<file path="config.mk">
export PLATFORM = sky130hd
export DESIGN_NAME = bus_arbiter
export DESIGN_NICKNAME = d
export VERILOG_FILES = /design/src/rtl/bus_arbiter.sv
export SDC_FILE = /design/constraint.sdc
export NUM_CORES = 1
export LEC_CHECK = 0
export BUFFER_PORTS_ARGS = -buffer_cell sky130_fd_sc_hd__buf_4
export CORE_AREA = 5 5 104 106
export DETAILED_ROUTE_END_ITERATION = 8
export DIE_AREA = 0 0 109 111
export GPL_TIMING_DRIVEN = 1
export PLACE_DENSITY = 0.85
export SLEW_MARGIN = 10
export SYNTH_ARGS = -nofsm -noshare
export SYNTH_HDL_FRONTEND = slang
export SYNTH_SLANG_ARGS = --single-unit
</file>
<file path="constraint.sdc">
create_clock -name clk -period 5.5 [get_ports clk]
set_input_delay 1.375 -clock clk [delete_from_list [all_inputs] [get_ports clk]]
set_output_delay 1.375 -clock clk [all_outputs]
set_load 0.02 [all_outputs]
</file>
<file path="src/rtl/bus_arbiter.sv">
// Two-master (instruction fetch / data) to one-slave Avalon-style bus arbiter.
// Serialises transactions, forwards slave stalls and routes read data back to its owner.
module bus_arbiter #(
  parameter int unsigned ADDR_W        = 32,
  parameter int unsigned DATA_W        = 32,
  parameter int unsigned READ_LATENCY  = 1,
  parameter int unsigned DATA_PRIORITY = 1,
  localparam int unsigned BE_W         = DATA_W / 8
) (
  input  logic              clk,
  input  logic              reset_n,
  input  logic [ADDR_W-1:0] i_address,
  input  logic              i_read,
  output logic              i_waitrequest,
  output logic [DATA_W-1:0] i_readdata,
  input  logic [ADDR_W-1:0] d_address,
  input  logic              d_read,
  input  logic              d_write,
  input  logic [DATA_W-1:0] d_writedata,
  input  logic [BE_W-1:0]   d_byteenable,
  output logic              d_waitrequest,
  output logic [DATA_W-1:0] d_readdata,
  output logic [ADDR_W-1:0] m_address,
  output logic              m_read,
  output logic              m_write,
  output logic [DATA_W-1:0] m_writedata,
  output logic [BE_W-1:0]   m_byteenable,
  input  logic              m_waitrequest,
  input  logic [DATA_W-1:0] m_readdata,
  output logic              busy,
  output logic              grant_d
);

  localparam int unsigned CNT_W = (READ_LATENCY > 1) ? $clog2(READ_LATENCY) : 1;

  typedef enum logic [1:0] {
    IDLE   = 2'd0,
    GRANT  = 2'd1,
    RDWAIT = 2'd2
  } state_t;

  state_t            state_q, state_nxt;
  logic              own_d_q, own_d_nxt;   // 1: data master owns the bus
  logic              last_d_q, last_d_nxt; // 1: data master was served last
  logic [CNT_W-1:0]  cnt_q, cnt_nxt;
  logic [DATA_W-1:0] hold_i_q, hold_i_nxt;
  logic [DATA_W-1:0] hold_d_q, hold_d_nxt;

  logic req_i, req_d, own_req;
  logic done_i, done_d, rd_done_i, rd_done_d;

  assign req_i   = i_read;
  assign req_d   = d_read | d_write;
  assign own_req = own_d_q ? req_d : req_i;

  // State and data registers
  always_ff @(posedge clk or negedge reset_n) begin
    if (!reset_n) begin
      state_q  <= IDLE;
      own_d_q  <= 1'b0;
      last_d_q <= 1'b0;
      cnt_q    <= '0;
      hold_i_q <= '0;
      hold_d_q <= '0;
    end else begin
      state_q  <= state_nxt;
      own_d_q  <= own_d_nxt;
      last_d_q <= last_d_nxt;
      cnt_q    <= cnt_nxt;
      hold_i_q <= hold_i_nxt;
      hold_d_q <= hold_d_nxt;
    end
  end

  // Next state, arbitration and slave-side request mux
  always_comb begin
    state_nxt    = state_q;
    own_d_nxt    = own_d_q;
    last_d_nxt   = last_d_q;
    cnt_nxt      = cnt_q;
    hold_i_nxt   = hold_i_q;
    hold_d_nxt   = hold_d_q;
    m_address    = '0;
    m_read       = 1'b0;
    m_write      = 1'b0;
    m_writedata  = '0;
    m_byteenable = '0;
    done_i       = 1'b0;
    done_d       = 1'b0;
    rd_done_i    = 1'b0;
    rd_done_d    = 1'b0;

    unique case (state_q)
      IDLE: begin
        if (req_i || req_d) begin
          state_nxt = GRANT;
          if (req_i && req_d) own_d_nxt = (DATA_PRIORITY != 0) ? 1'b1 : ~last_d_q;
          else                own_d_nxt = req_d;
        end
      end
      GRANT: begin
        if (own_d_q) begin
          m_address    = d_address;
          m_write      = d_write;
          m_read       = d_read & ~d_write; // read+write together is a write
          m_writedata  = d_writedata;
          m_byteenable = d_byteenable;
        end else begin
          m_address    = i_address;
          m_read       = i_read;
          m_byteenable = '1;
        end
        if (!own_req) begin
          state_nxt = IDLE; // owner withdrew before accept
        end else if (!m_waitrequest) begin
          if (m_write) begin
            state_nxt  = IDLE;
            last_d_nxt = 1'b1;
            done_d     = 1'b1;
          end else begin
            state_nxt = RDWAIT;
            cnt_nxt   = CNT_W'(READ_LATENCY - 1);
          end
        end
      end
      RDWAIT: begin
        if (cnt_q == '0) begin
          state_nxt  = IDLE;
          last_d_nxt = own_d_q;
          if (own_d_q) begin
            done_d     = 1'b1;
            rd_done_d  = 1'b1;
            hold_d_nxt = m_readdata;
          end else begin
            done_i     = 1'b1;
            rd_done_i  = 1'b1;
            hold_i_nxt = m_readdata;
          end
        end else begin
          cnt_nxt = cnt_q - 1'b1;
        end
      end
      default: state_nxt = IDLE;
    endcase
  end

  assign i_waitrequest = req_i & ~done_i;
  assign d_waitrequest = req_d & ~done_d;
  assign i_readdata    = rd_done_i ? m_readdata : hold_i_q;
  assign d_readdata    = rd_done_d ? m_readdata : hold_d_q;
  assign busy          = (state_q != IDLE);
  assign grant_d       = own_d_q;

endmodule

</file>
# After elaboration in Yosys (flattened, before gate mapping)
# Cells that the tools add are included.
# word_totals
regBits	68
in_bits	138
out_inout_bits	138
wordCells	69
# classes
add_sub_neg	1
n_eq_ne	8
n_mux	36
bitwise	9
reduce_logical	10
# ops
operator	count
$mux 32	6
$mux 1	20
$mux 2	5
$ne 2x2->1 const B	5
$reduce_and 3->1	3
$mux 4	2
$pmux 2 s3	1
$not 1->1	5
$pmux 1 s2	2
$reduce_and 4->1	1
$reduce_bool 2->1	2
$and 1x1->1	3
$ne 3x3->1 const B	1
$eq 2x1->1 const B	1
$eq 2x2->1 const B	1
$logic_not 2->1	1
$reduce_and 2->1	1
$logic_and 1x1->1	1
$logic_or 1x1->1	1
$or 1x1->1	1
$sub 1x1->1 const B	1

# Depth between registers and ports, before layout
# Gate-level depths: netlist (run 1).
# depth
ltp_word	8
depth_mapped	6
depth_no_buf	5

# Worst setup path after synthesis (run 1)
# No wires, ideal clock.
# synth_timing
path_type	input to output
startpoint	in d_write
endpoint	out m_read
arrival_ps	1902
t_required_ps	4125
setup_slack_ps	2223
cell_stages	2
path_buffers	0
path_cell_list	nand3b_1 -> a21boi_1
# synth_between
elab_chain_cells	4
# synth_rtl
element	line_no	source
start: declaration	18	input logic d_write,
$not 1->1	105	m_read = d_read & ~d_write;
$and 1x1->1	105	
$mux 1	102	if (own_d_q) begin
$mux 1	93	unique case (state_q)
end: declaration	24	output logic m_read,
# Every way passes these cells.

# Worst setup path after layout (run 1)
# layout_timing
startpoint	reg own_d_q, in the netlist grant_d
endpoint	out d_readdata[16]
# layout_between
elab_chain_cells	4
# layout_rtl
element	line_no	source
start: declaration	43	logic own_d_q, own_d_nxt;
start signal: assignment	67	own_d_q <= own_d_nxt;
$mux 1	130	if (own_d_q) begin
$mux 1	127	if (cnt_q == '0) begin
$mux 1	93	
$mux 32	150	assign d_readdata = rd_done_d ? m_readdata : hold_d_q;
end: declaration	22	output logic [DATA_W-1:0] d_readdata,
# Every way passes these cells.

==> summary.md, run 1 <==
| Metric | Value |
|---|---|
| Critical setup path kind | reg -> out |
| Syn Area/Cell | 13.07 sq um |
| Hold Vio Cnt, Final | 0 |
| Die width | 109 um |
| Flops & latches, synth | 67 |
| Crit-path cells | buf_4 -> nand2_4 -> mux2_4 -> buf_4 |
| Full die area | 0.01210 sq mm |
| Post-CTS Hold Buffers | 0 |
| Tcrit/Tclk final | 71.96% |
| # IOs | 276 |
| Via count | 3,185 |
| Worst path slowest cell | buf_4 |
| I/O Buffers | 275 |
| Postcts setup bufs | 0 |
| H-Tree Level Count | 3 |
| Post-layout nets | 691 |
| Die Span Y | 111 um |
| Core area | 0.009684 sq mm |
| Clock Latency Late Sink | 340 ps |
| Worst path max stage delay | 660 ps |
| Detail Route Antenna Nets | 0 |
| First-pass GRT wire length | 19,180 um |
| Warnings, synthesis | 0 |
| Worst-path clk slew | 70 ps |
| Vias in the first global route | 3,433 |
| Final HPWL DP | 10,730 um |
| Total wire length | 13,210 um |
| Wire per inst | 19.21 um |
| RSZ-0062 raised after global routing | no |
| Antenna violations before repair | 0 |
| Post-layout min period | 3958 ps |
| Worst Path Max Fanout | 76 |
| Setup TNS Final | 0 ps |
| Hold Crit Class | reg -> reg |
| # DRC | 0 |
| Final setup fails | 0 |
| Area of the mapped netlist | 0.003724 sq mm |
| Cell Rows | 36 |
| Syn Nets | 426 |
| Critical Path AT | 2580 ps |
| Most frequent cells in the layout | buf_4 (276), dfrtp_1 (66), mux2_4 (58) |
| Final Util | 62.17% |
| Grt ovf | 0 |
| Slew margin rel. | 25.58% |
| Cell count after synthesis | 285 |
| Run status | completed |
| VDD IR max | 355.4 uV |
| Power Density | 636.1 mW/mm^2 |
| CTS tree | built |
| Largest net degree at the start of global routing | 77 |
| Post-synthesis sequential area ratio | 45.03% |
| CTS root buffer | clkbuf_8 |
| GR Util All Layers | 20.82% |
| Maxcap violations | 0 |
| Starting DRT DRC Count | 112 |
| Ant diodes | 0 |
| Gp weighted congestion | 0.8546 |
| Clock Sinks | 67 |
| Synth unique cells | 29 |
| Syn-to-layout area delta | 61.69% |
| Initial core utilization | 38.45% |
| Cts repair resizes | 0 |
| CP endpoint kind | output pin |
| F_max | 0.2527 GHz |
| CTS Buf Count | 9 |
| Worst path most repeated cell | buf_4 |
| Skew final | 15.53 ps |
| Vias per inst | 4.629 |
| Share of post-route cells with drive strength above 1 | 65.05% |
| Measured slew at the worst slew-check pin | 1116 ps |
| Startpoint Class | flip-flop |
| Most common cell after layout, fill and taps aside | buf_4 |
| 1st-pass router iterations | 4 |
| Leakage power | 3.435 nW |
| Slew Viols, Final | 0 |
| Filler cell count | 771 |
| Critical Path RT | 4120 ps |
| CTS max path bufs | 2 |
## state kept, by name, summed over array words and instances, names as in the netlist
signal and count:
hold_d_q 32, hold_i_q 32, state_q 2, grant_d 1
## through the flow
step	power (mW)	hold slack [ps]	instances	area, sq um	worst slack, ps
after floorplan	2.403	484.9	285	3724	2223
after global placement	3.380	475.2	672	5819	1972
after detailed placement	3.447	480.0	672	5819	1864
after CTS	3.875	496.9	688	6021	1528
after global routing	4.022	501.7	688	6021	1354
final	3.830	495.5	688	6021	1542
## power by group
part | total [mW] | leakage [nW] | internal [mW] | switching [mW]
sequential | 0.826 | 0.781 | 0.744 | 0.0819
combinational | 2.59 | 2.55 | 1.23 | 1.36
clock | 0.415 | 0.105 | 0.213 | 0.202
total | 3.83 | 3.43 | 2.18 | 1.65
## layout make-up
class / count / area (sq um) / share of cell area [%]
clock inverters: 7 / 77.57 / 1.288
clock buffers: 9 / 123.9 / 2.057
inverters: 8 / 30.03 / 0.4988
well taps: 133 / 166.4 / 2.764
multi-input cells: 188 / 1873 / 31.11
flip-flops and latches: 67 / 1678 / 27.87
repair buffers: 276 / 2072 / 34.41
## worst paths after layout
| path | depth (start not counted) | to | slack, ps | startpoint |
|---|---|---|---|---|
| setup / recovery | 4 | d_readdata[16] | 1540 | grant_d$_DFFE_PN0P_ |
| min in group asynchronous | 1 | hold_i_q[11]$_DFFE_PN0P_ | 1120 | reset_n |
| hold reg to reg | 1 | hold_i_q[14]$_DFFE_PN0P_ | 500 | hold_i_q[14]$_DFFE_PN0P_ |
| hold / removal | 1 | hold_i_q[14]$_DFFE_PN0P_ | 500 | hold_i_q[14]$_DFFE_PN0P_ |
| setup reg to reg | 5 | state_q[1]$_DFFE_PN0P_ | 3240 | state_q[1]$_DFFE_PN0P_ |
| max in group asynchronous | 1 | grant_d$_DFFE_PN0P_ | 3770 | reset_n |
## cell families after synthesis
group                    Yosys count  share of synthesized area (%)
multiplexers                      97                          34.11
AND/OR/NAND/NOR                   75                          12.67
flip-flops                        67                          45.03
buffers and inverters             30                          4.805
AO/OA/AOI/OAI                     13                          2.386
adder cells (fa/ha/maj)            3                          1.008
## layer usage
layer | share of wire, % | vias to the layer above | track usage [%]
li1 | - | 1515 | -
met1 | 38 | 1489 | 23.43
met2 | 51 | 160 | 36.28
met3 | 8.6 | 21 | 6.523
met4 | 3.0 | 0 | 7.660
met5 | 0 | - | 0
## synthesized netlist by cell type, drive strengths merged
cell | number | area [sq um]
a21boi | 6 | 45.05
a21oi | 1 | 5.000
a2bb2oi | 1 | 8.760
and2 | 1 | 6.260
and3 | 32 | 200.2
buf | 13 | 115.1
clkbuf | 9 | 33.78
dfrtp | 67 | 1677
ha | 3 | 37.54
inv | 8 | 30.03
mux2 | 65 | 949.7
mux2i | 32 | 320.3
nand2 | 3 | 18.77
nand2b | 2 | 12.51
nand3 | 1 | 5.000
nand3b | 1 | 7.510
nor2 | 1 | 3.750
nor2b | 32 | 200.2
nor3 | 1 | 5.000
nor3b | 1 | 12.51
o211ai | 1 | 7.510
o21ai | 3 | 15.01
o21bai | 1 | 7.510
## worst max-delay path: cells and delay by family (launching register included)
family                 cells  cell delay, ps
AND/OR/NAND/NOR            1             570
flip-flops                 1             360
buffers and inverters      2             820
multiplexers               1             470
No activity file was read; power rests on OpenSTA's default activity.
==> run 2, diff against run 1 <==
--- a/config.mk
+++ b/config.mk
@@ -5,10 +5,11 @@
 export SDC_FILE = /design/constraint.sdc
 export NUM_CORES = 1
 export LEC_CHECK = 0
+export ABC_AREA = 1
 export BUFFER_PORTS_ARGS = -buffer_cell sky130_fd_sc_hd__buf_4
-export CORE_AREA = 5 5 104 106
+export CORE_MARGIN = 5
+export CORE_UTILIZATION = 36
 export DETAILED_ROUTE_END_ITERATION = 8
-export DIE_AREA = 0 0 109 111
 export GPL_TIMING_DRIVEN = 1
 export PLACE_DENSITY = 0.85
 export SLEW_MARGIN = 10
==> constraint.sdc (replaced) <==
create_clock -name clk -period 3.5 [get_ports clk]
set_input_delay 0.875 -clock clk [delete_from_list [all_inputs] [get_ports clk]]
set_output_delay 0.875 -clock clk [all_outputs]
set_load 0.02 [all_outputs]
==> summary.md, run 2 <==
| Metric | Value |
|---|---|
| Run status | completed |
| Final Util | 60.06% (-2.1 points) |
| RSZ-0062 raised after global routing | no |
| Most common cell after layout, fill and taps aside | buf_4 |
| I/O Buffers | 275 (unchanged) |
| Asr flop ratio synth | 100.0% (unchanged) |
| Vias in the first global route | 3,778 (+10%) |
| Critical Path AT | 2090 ps (-490 ps) |
| Syn Nets | 606 (+42%) |
| Gp weighted congestion | 0.8544 (about the same) |
| Critical setup path kind | reg -> out |
| Skew final | 14.11 ps (-1.419 ps) |
| Worst-path clk slew | 70 ps (about the same) |
| R2r setup slk | 1820 ps (-1420 ps) |
| Number of synthesized flops with an enable pin | 0 (unchanged) |
| Flops & latches, synth | 67 (unchanged) |
| WHS Endpoint | hold_d_q[21]$_DFFE_PN0P_ |
| Worst Path Max Fanout | 64 (-16%) |
| NetSw | 2.765 mW (+68%) |
| Area after DPL | 0.005593 sq mm (-3.9%) |
| DR WL met2 | 6381 um (-4.7%) |
| Wire per inst | 14.79 um (-23%) |
| Tcrit/Tclk final | 84.83% |
| Hold Crit Class | reg -> reg |
| CTS root buffer | clkbuf_8 |
| Clock Sinks | 67 (unchanged) |
| CP endpoint kind | output pin |
| First-pass GRT wire length | 18,670 um (-2.6%) |
| Area of the mapped netlist | 0.003555 sq mm (-4.5%) |
| Top-count cell post-synth | nor2_1 |
| Filler cell count | 846 (+9.7%) |
| Total wire length | 12,820 um (-3.0%) |
| Syn-to-layout area delta | 63.64% |
| Post-CTS Hold Buffers | 0 (unchanged) |
| H-Tree Level Count | 3 (unchanged) |
| Synth unique cells | 18 (-38%) |
| Ant diodes | 0 (unchanged) |
| Cts repair resizes | 0 (unchanged) |
| Post-synthesis sequential area ratio | 47.17% (+2.1 points) |
| Most frequent cells in the layout | buf_4 (281), nor2_1 (110), nand2_1 (77), inv_1 (72), o21ai_0 (69) |
| Die Span Y | 109.4 um (-1.5%) |
| Top cell type's share of synthesized area | 47.17% (+2.1 points) |
| Postcts setup bufs | 0 (unchanged) |
| Setup TNS Final | 0 ps (unchanged) |
| Pint | 3.021 mW (+38%) |
| Initial core utilization | 36.71% (-1.7 points) |
| 1st-pass router iterations | 4 (unchanged) |
| # IOs | 276 (unchanged) |
| Critical R2R Capture | hold_i_q[11]$_DFFE_PN0P_ |
| Clock Latency Late Sink | 340 ps (about the same) |
| # DRC | 0 (unchanged) |
| VDD IR max | 515.2 uV (+45%) |
| Largest net degree at the start of global routing | 68 (-12%) |
| Switching Share | 47.79% (+4.8 points) |
| Warnings, synthesis | 0 (unchanged) |
| Share of post-route cells with drive strength above 1 | 43.87% (-21 points) |
| Synth area leaders | dfrtp_1 (47%), nor2_1 (12%), o21ai_0 (9.7%) |
| Starting DRT DRC Count | 298 (+170%) |
| CTS Buf Count | 9 (unchanged) |
| GR Util All Layers | 19.77% (-1.0 points) |
| Vias per inst | 4.599 (-0.66%) |
| Slew margin rel. | 45.70% (+20 points) |
| Comb pwr share | 65.4% (-2.2 points) |
| CTS max path bufs | 2 (unchanged) |
| Leakage power | 3.353 nW (-2.4%) |
| Critical Path RT | 2620 ps (-1500 ps) |
| Slew Viols, Final | 0 (unchanged) |
| Power Density | 994.8 mW/mm^2 (+56%) |
| Startpoint Class | flip-flop |
| Post-route cell area | 0.005817 sq mm (-3.4%) |
| F_max | 0.3368 GHz |
| Grt ovf | 0 (unchanged) |
| Post-layout min period | 2969 ps |
| Via count | 3,987 (+25%) |
| Full die area | 0.01196 sq mm (-1.1%) |
| Antenna violations before repair | 0 (unchanged) |
| Flip-flop and latch area | 0.001677 sq mm (about the same) |
| Synth top cells by count | nor2_1 (110), nand2_1 (77), inv_1 (72) |
| Biggest regs | hold_d_q x32, hold_i_q x32, state_q x2 |
| Number of cells on the worst reg-to-reg path | 4 (-1) |
| Final HPWL DP | 10,140 um (-5.5%) |
| Core area | 0.009684 sq mm (unchanged) |
| Maxcap violations | 0 (unchanged) |
| Multi-input logic area | 0.001366 sq mm (-27%) |
| Sequential share of power | 22.2% (+0.6 points) |
| Clock power share | 12.4% (+1.6 points) |
| Hold WS | 474.2 ps (-21.28 ps) |
| CTS tree | built |
| Ys flop type | dfrtp_1 |
| Cell count after synthesis | 465 (+63%) |
| Routed met3 length | 1416 um (+25%) |
| Wire length on met1 | 4587 um (-7.9%) |
| Syn Area/Cell | 7.644 sq um (-41%) |
| Hold Vio Cnt, Final | 0 (unchanged) |
| Measured slew at the worst slew-check pin | 814.5 ps (-301.8 ps) |
| Post-layout nets | 870 (+26%) |
| Worst min-delay path startpoint | hold_d_q[21]$_DFFE_PN0P_ |
| Die width | 109.4 um (+0.34%) |
| Top Layer Used | met4 |
| Worst r2r src | state_q[0]$_DFFE_PN0P_ |
| Final setup fails | 0 (unchanged) |
| Leading area contributor after synthesis | dfrtp_1 |
| Cell Rows | 36 (unchanged) |
| Hold depth | 2 (+1) |
| Detail Route Antenna Nets | 0 (unchanged) |
run 2: changes by cell type in the layout (fill, tap and decap cells not counted), sizes merged, moves of 6 or more:
cell / change
mux2i: -32
and3: -32
o21ai: +96
mux2: -65
nor2: +109
inv: +66
a21boi: -6
nand2: +76
nor2b: -32
run 2: how the worst max path moves through the flow:
| stage | cells after the start | startpoint | slack [ps] | to |
|---|---|---|---|---|
| 6_report | 5 | state_q[0]$_DFFE_PN0P_ | 530 | i_readdata[11] |
| 2_1_floorplan | 5 | grant_d$_DFFE_PN0P_ | 1150 | i_readdata[10] |
| 5_1_grt | 5 | state_q[0]$_DFFE_PN0P_ | 360 | i_readdata[11] |
| 4_1_cts | 5 | state_q[0]$_DFFE_PN0P_ | 500 | i_readdata[11] |
| 3_5_place_dp | 5 | state_q[0]$_DFFE_PN0P_ | 890 | i_readdata[11] |
| 3_3_place_gp | 5 | state_q[0]$_DFFE_PN0P_ | 1030 | i_readdata[10] |
run 2: power by group through the flow:
stage | logic, mW | clock network (mW) | registers, mW
after global placement | 3.71 | 0 | 1.28
final | 3.79 | 0.719 | 1.28
after CTS | 3.80 | 0.739 | 1.29
after global routing | 4.05 | 0.773 | 1.32
after detailed placement | 3.79 | 0 | 1.30
after floorplan | 2.21 | 0 | 1.27
run 2: through the flow:
step / setup slack (ps) / power, mW / cells
floorplan: 1151 / 3.476 / 465
global placement: 1032 / 4.989 / 851
detailed placement: 886.8 / 5.084 / 851
CTS: 503.7 / 5.825 / 867
global route: 357.7 / 6.142 / 867
finish: 530.8 / 5.787 / 867
run 2: cells by family after synthesis:
logic type                 after synthesis  synth area share [%]
and+or+nand+nor                        193                 20.84
DFF                                     67                 47.17
adders and majority gates                3                 1.056
buffers and inverters                  101                 14.40
AOI/OAI and AO/OA                      101                 16.54
run 2: worst max-delay path, cell delays in order (launching register included):
cell	delay [ps]
dfrtp_1	400
inv_1	90
ha_1	260
nand2_4	340
o21ai_0	440
buf_4	210
run 2: cell type report:
class | instances | area share [%]
Clock buffer | 9 | 2.129
Clock inverter | 7 | 1.721
Inverter | 73 | 4.711
Multi-Input combinational cell | 297 | 23.49
Sequential cell | 67 | 28.82
Tap cell | 133 | 2.861
Timing Repair Buffer | 281 | 36.27
run 2: per-layer routing:
layer	up-vias	global-route usage, %
met5	-	0
met4	0	8.638
met3	35	6.342
met2	211	34.31
met1	1801	22.20
li1	1940	-
